**src/rtl/vga_blank_arbiter.sv**
```systemverilog
`default_nettype none
// ============================================================================
// vga_blank_arbiter : VGA timing master with a round-robin frame-state
//                     update arbiter that only grants during vertical blanking
// Rev 1.0
// ============================================================================
module vga_blank_arbiter #(
  parameter int TOTAL_COLS  = 800,
  parameter int TOTAL_ROWS  = 525,
  parameter int ACTIVE_COLS = 640,
  parameter int ACTIVE_ROWS = 480
) (
  input  logic       i_Clk,
  input  logic       i_Rst,
  input  logic       i_Enable,
  output logic       o_HSync,
  output logic       o_VSync,
  output logic [9:0] o_Col_Count,
  output logic [9:0] o_Row_Count,
  output logic       o_Frame_Start,
  output logic [7:0] o_Frame_Count,
  input  logic [1:0] i_Req,
  input  logic [1:0] i_Done,
  output logic [1:0] o_Gnt,
  output logic       o_Overrun
);

  typedef enum logic [2:0] {
    S_IDLE   = 3'd0,
    S_SCAN   = 3'd1,
    S_ARB    = 3'd2,
    S_GRANT  = 3'd3,
    S_CLOSED = 3'd4
  } state_t;

  state_t     r_state;
  logic [1:0] r_served;
  logic       r_ptr;
  logic       r_gnt_idx;

  logic       w_col_wrap;
  logic       w_frame_wrap;
  logic       w_win_open;
  logic       w_guard;
  logic       w_in_win;
  logic [9:0] w_col_nxt;
  logic [9:0] w_row_nxt;
  logic [1:0] w_avail;

  // Look-ahead on the counts so state changes coincide with the counts shown.
  assign w_col_wrap   = (o_Col_Count == 10'(TOTAL_COLS - 1));
  assign w_frame_wrap = w_col_wrap && (o_Row_Count == 10'(TOTAL_ROWS - 1));
  assign w_win_open   = w_col_wrap && (o_Row_Count == 10'(ACTIVE_ROWS - 1));
  assign w_guard      = w_col_wrap && (o_Row_Count == 10'(TOTAL_ROWS - 2));
  assign w_col_nxt    = w_col_wrap ? 10'd0 : o_Col_Count + 10'd1;
  assign w_row_nxt    = !w_col_wrap  ? o_Row_Count :
                        w_frame_wrap ? 10'd0 : o_Row_Count + 10'd1;
  assign w_in_win     = (o_Row_Count >= 10'(ACTIVE_ROWS)) &&
                        (o_Row_Count <= 10'(TOTAL_ROWS - 2));
  assign w_avail      = i_Req & ~r_served;

  always_ff @(posedge i_Clk) begin
    if (i_Rst || !i_Enable) begin
      r_state       <= S_IDLE;
      r_served      <= 2'b00;
      r_ptr         <= 1'b0;
      r_gnt_idx     <= 1'b0;
      o_HSync       <= 1'b0;
      o_VSync       <= 1'b0;
      o_Col_Count   <= 10'd0;
      o_Row_Count   <= 10'd0;
      o_Frame_Start <= 1'b0;
      o_Frame_Count <= 8'd0;
      o_Gnt         <= 2'b00;
      o_Overrun     <= 1'b0;
    end else begin
      o_Frame_Start <= 1'b0;
      o_Overrun     <= 1'b0;
      if (r_state == S_IDLE) begin
        // First enabled edge shows (0,0) without a frame-start pulse.
        o_Col_Count <= 10'd0;
        o_Row_Count <= 10'd0;
        o_HSync     <= 1'b1;
        o_VSync     <= 1'b1;
        r_state     <= S_SCAN;
      end else begin
        o_Col_Count <= w_col_nxt;
        o_Row_Count <= w_row_nxt;
        o_HSync     <= (w_col_nxt < 10'(ACTIVE_COLS));
        o_VSync     <= (w_row_nxt < 10'(ACTIVE_ROWS));
        if (w_frame_wrap) begin
          o_Frame_Start <= 1'b1;
          o_Frame_Count <= o_Frame_Count + 8'd1;
          r_served      <= 2'b00;
        end
        case (r_state)
          S_SCAN: begin
            if (w_win_open) r_state <= S_ARB;
          end
          S_ARB: begin
            if (w_guard) begin
              r_state <= S_CLOSED;
            end else if (w_in_win && (w_avail != 2'b00)) begin
              r_state <= S_GRANT;
              if (w_avail == 2'b11) begin
                r_gnt_idx <= r_ptr;
                o_Gnt     <= r_ptr ? 2'b10 : 2'b01;
                r_ptr     <= ~r_ptr;
              end else if (w_avail[0]) begin
                r_gnt_idx <= 1'b0;
                o_Gnt     <= 2'b01;
              end else begin
                r_gnt_idx <= 1'b1;
                o_Gnt     <= 2'b10;
              end
            end
          end
          S_GRANT: begin
            // A release sampled on the guard edge wins over the forced revoke.
            if (i_Done[r_gnt_idx]) begin
              o_Gnt               <= 2'b00;
              r_served[r_gnt_idx] <= 1'b1;
              r_state             <= w_guard ? S_CLOSED : S_ARB;
            end else if (w_guard) begin
              o_Gnt               <= 2'b00;
              r_served[r_gnt_idx] <= 1'b1;
              o_Overrun           <= 1'b1;
              r_state             <= S_CLOSED;
            end
          end
          S_CLOSED: begin
            if (w_frame_wrap) r_state <= S_SCAN;
          end
          default: r_state <= S_IDLE;
        endcase
      end
    end
  end

endmodule
`default_nettype wire

```
**config.mk**
```make
export PLATFORM = sky130hd
export DESIGN_NAME = vga_blank_arbiter
export DESIGN_NICKNAME = d
export VERILOG_FILES = /design/src/rtl/vga_blank_arbiter.sv
export SDC_FILE = /design/constraint.sdc
export NUM_CORES = 1
export LEC_CHECK = 0
export CAP_MARGIN = 25
export CORE_ASPECT_RATIO = 0.6
export CORE_MARGIN = 2
export CORE_UTILIZATION = 55
export CTS_BUF_LIST = sky130_fd_sc_hd__clkbuf_4 sky130_fd_sc_hd__clkbuf_8
export DETAILED_ROUTE_END_ITERATION = 10
export PLACE_DENSITY = 0.92
export SLEW_MARGIN = 20
export SYNTH_ARGS = -nofsm -noshare
export SYNTH_HDL_FRONTEND = slang
export SYNTH_SLANG_ARGS = --single-unit
```
**constraint.sdc**
```tcl
create_clock -name i_Clk -period 3.83 [get_ports i_Clk]
set_input_delay 0.766 -clock i_Clk [delete_from_list [all_inputs] [get_ports i_Clk]]
set_output_delay 0.766 -clock i_Clk [all_outputs]
set_load 0.005 [all_outputs]
```
==> impl_metrics.yaml <==
synthesis:
  synth_cell_types: 45
  synth-simple-area-share: 0.3365
  synth_nets: 244
  synth_xor_xnor_area_share: 0.1053
  synthCells: 233
  synth_top_family_by_area: "simple AND/OR/NAND/NOR gates"
  synth_fa_ha_area_frac: 0.02506
  synth-seq-area-share: 0.4110
  synth_warnings: 0
  synth_ff_type: "dfxtp_1"
  muxShareOfSynthArea: 0.01566
  synth_edf_count: 0
  synth-async-reset-ratio: 0
  syn-mean-instance-area_sq_um: 8.570
  netlist_area_sq_um: 1997
  synth_compound_area_frac: 0.08333
  synth-seq-cells: 41
floorplanning:
  die_h_um: 50.68
  die_w_um: 81.79
  die_area_sq_um: 4145
  core_area_sq_um: 3363
  rows: 16
  io_pins: 41
  start_util: 0.5937
sta:
  max_freq_mhz: 416.9
  min_period_over_period: 0.6262
  holdWs_ns: 0.4813
  max_slew_margin: 0.3943
  rsz0062_at_grt: "no"
  finalClockSkew_ns: 0.003495
  drv_slew: 0
  min_period_ns: 2.398
  setup_viol: 0
  worst_pin_slew_ns: 0.9016
  hold_viol: 0
  tns_ns: 0
clock_network:
  clock-sinks: 41
  cts_buffers: 5
  insertion_delay_ns: 0.30
  path_clk_slew_ns: 0.08
  ctsResizeCount: 0
  clockBufferDepth: 2
  cts_setup_buffers: 0
  cts_hold_buffers: 0
  root_buffer: "clkbuf_8"
  cts_tree: "done"
  htree_levels: 2
drt:
  drtIter0Drc: 129
  drt-pass1-iter-count: 5
  routedWlPerCell_um: 15.18
  ant_nets: 0
  drc: 0
  num_vias: 1846
  via_per_inst: 5.733
  drt_wl_total_mm: 4.889
worst_setup_path:
  reg2reg_from: "o_Col_Count[0]$_SDFF_PP0_"
  cp_cell_sequence: "ha_1 > nand2_1 > or4b_1 > or2_4 > nand2_1 > nor2_1"
  cp_slowest_stage_delay_ns: 0.71
  crit_family: "simple AND/OR/NAND/NOR gates"
  cp_slowest_cell: "or4b_1"
  cp-startpoint: "o_Col_Count[0]$_SDFF_PP0_"
  end_kind: "flop"
  worst_ep_arrival_time_ns: 2.58
  crit_fanout: 10
  crit_path_start_kind: "flop"
  cp_num_buf_inv: 0
  cp_common_cell: "nand2_1"
  critPathKind: "reg2reg"
  r2r_slack_ns: 1.43
  critPathRequiredTime_ns: 4.01
flow_run:
  cap_violations: 0
pwr:
  p_per_area_nw_per_um2: 303.9
  p_int_mw: 0.6048
  sw_frac_of_total: 0.2192
  p_clk_frac: 0.404
  sequentialPowerShare: 0.557
  combPwrFrac: 0.039
  max-vdd-ir-drop_uv: 242.6
  p_leak_nw: 0.8576
  power_switching_mw: 0.1698
hold_path:
  min-delay-start: "o_Gnt[1]$_SDFFE_PP0P_"
  hold_path.class: "reg2reg"
global_routing:
  grt_max_degree: 17
  grt_use_met3: 0.07734
  top_usage_layer: "met1"
  grt_pass1_vias: 1694
  grtUsageMet2: 0.3618
  antenna_found_initial: 0
  met1_usage: 0.3697
  grt-ovfl-total: 0
  grtUsageTotal: 0.2624
  grt_first_pass_wirelength_mm: 8.059
placement:
  dpl.hpwl_mm: 3.432
  io_buffers: 40
  gp_congestion: 0.9217
final_layout:
  nets: 287
  drive_gt1_frac: 0.06859
  mostFrequentLayoutCells: "dfxtp_1, clkdlybuf4s50_1, nor2_1, nand2_1, xor2_1"
  syn_to_final_growth_pct: 27.63
  diodes: 0
  final_common_cell: "dfxtp_1"
run_status:
  status: "finished clean"
==> flip-flops by register name, summed over array words and instances (netlist names) <==
register and count:
r_served 2, o_Col_Count 10, o_Overrun 1, o_Frame_Start 1, o_VSync 1, o_Frame_Count 8, r_state 3, r_ptr 1
o_Gnt 2, o_Row_Count 10, o_HSync 1, r_gnt_idx 1
==> cell usage after synthesis, types with 2 or more instances <==
cell type  number  area [sq um]
a311oi_1        2         17.52
a31oi_1         3         18.77
nor2b_1         3         18.77
nand3_2         2         20.02
o22ai_1         2         12.51
nor3_1          9         45.04
a21oi_1         7         35.03
nand2_1        26         97.59
xnor2_1        11         96.34
ha_1            4         50.05
and2_1          2         12.51
nand3_1        10         50.05
dfxtp_1        41         820.8
mux2i_1         2         20.02
clkbuf_1        3         11.26
inv_1           7         26.28
and3_1          6         37.54
xor2_1         13         113.9
nand2b_1        9         56.30
nor2_1         33         123.9
or3_4           2         22.52
o21ai_1         2         10.01
nand4_1         9         56.30
nor4_1          4         25.02
==> final timing paths <==
check,to,depth (start not counted)
setup / recovery,o_Row_Count[4]$_SDFFE_PP0N_,6
hold / removal,o_Gnt[1]$_SDFFE_PP0P_,2
setup reg to reg,o_Row_Count[4]$_SDFFE_PP0N_,6
hold reg to reg,o_Gnt[1]$_SDFFE_PP0P_,2
==> routing by layer <==
metal / part of all wire / vias to the layer above
met2: 0.41 / 73
met4: 0.021 / 0
met3: 0.075 / 8
met1: 0.50 / 866
met5: 0 / -
li1: - / 899
==> area by class of cell <==
cell class              instances  area [sq um]
well taps                      45         56.30
clock inverters                 1         5.005
repair buffers                 41         407.9
fillers                       264         814.5
multi-input cells             180          1136
clock buffers                   7         96.34
inverters                       7         26.28
flip-flops and latches         41         820.8
==> power groups by stage <==
stage          Combinational, mW  Sequential [mW]  Clock [mW]
6_report                  0.0303            0.432       0.313
2_1_floorplan             0.0176            0.439           0
3_3_place_gp              0.0292            0.441           0
4_1_cts                   0.0302            0.431       0.314
5_1_grt                   0.0327            0.432       0.337
3_5_place_dp              0.0296            0.441           0
==> cells by family after synthesis <==
group                    after synthesis
flip-flops                            41
AO/OA/AOI/OAI                         25
buffers and inverters                 12
multiplexers                           3
adder cells (fa/ha/maj)                4
XOR/XNOR                              24
AND/OR/NAND/NOR                      124
==> per-stage QoR <==
stage	std cells	instance area [sq um]	util	setup WS (ns)	power [mW]
3_3_place_gp	314	2447	0.7277	1.386	0.4702
6_report	322	2549	0.7578	1.432	0.7746
5_1_grt	322	2549	0.7578	1.265	0.8012
3_5_place_dp	314	2447	0.7277	1.311	0.4709
4_1_cts	322	2549	0.7578	1.434	0.7752
2_1_floorplan	233	1997	-	1.712	0.4571
==> worst reg2reg max path, cell delays in order (launching register included) <==
cell	delay (ns)
dfxtp_1	0.40
ha_1	0.28
nand2_1	0.16
or4b_1	0.71
or2_4	0.34
nand2_1	0.29
nor2_1	0.10
Note: power is estimated with default switching activity, not from simulation.
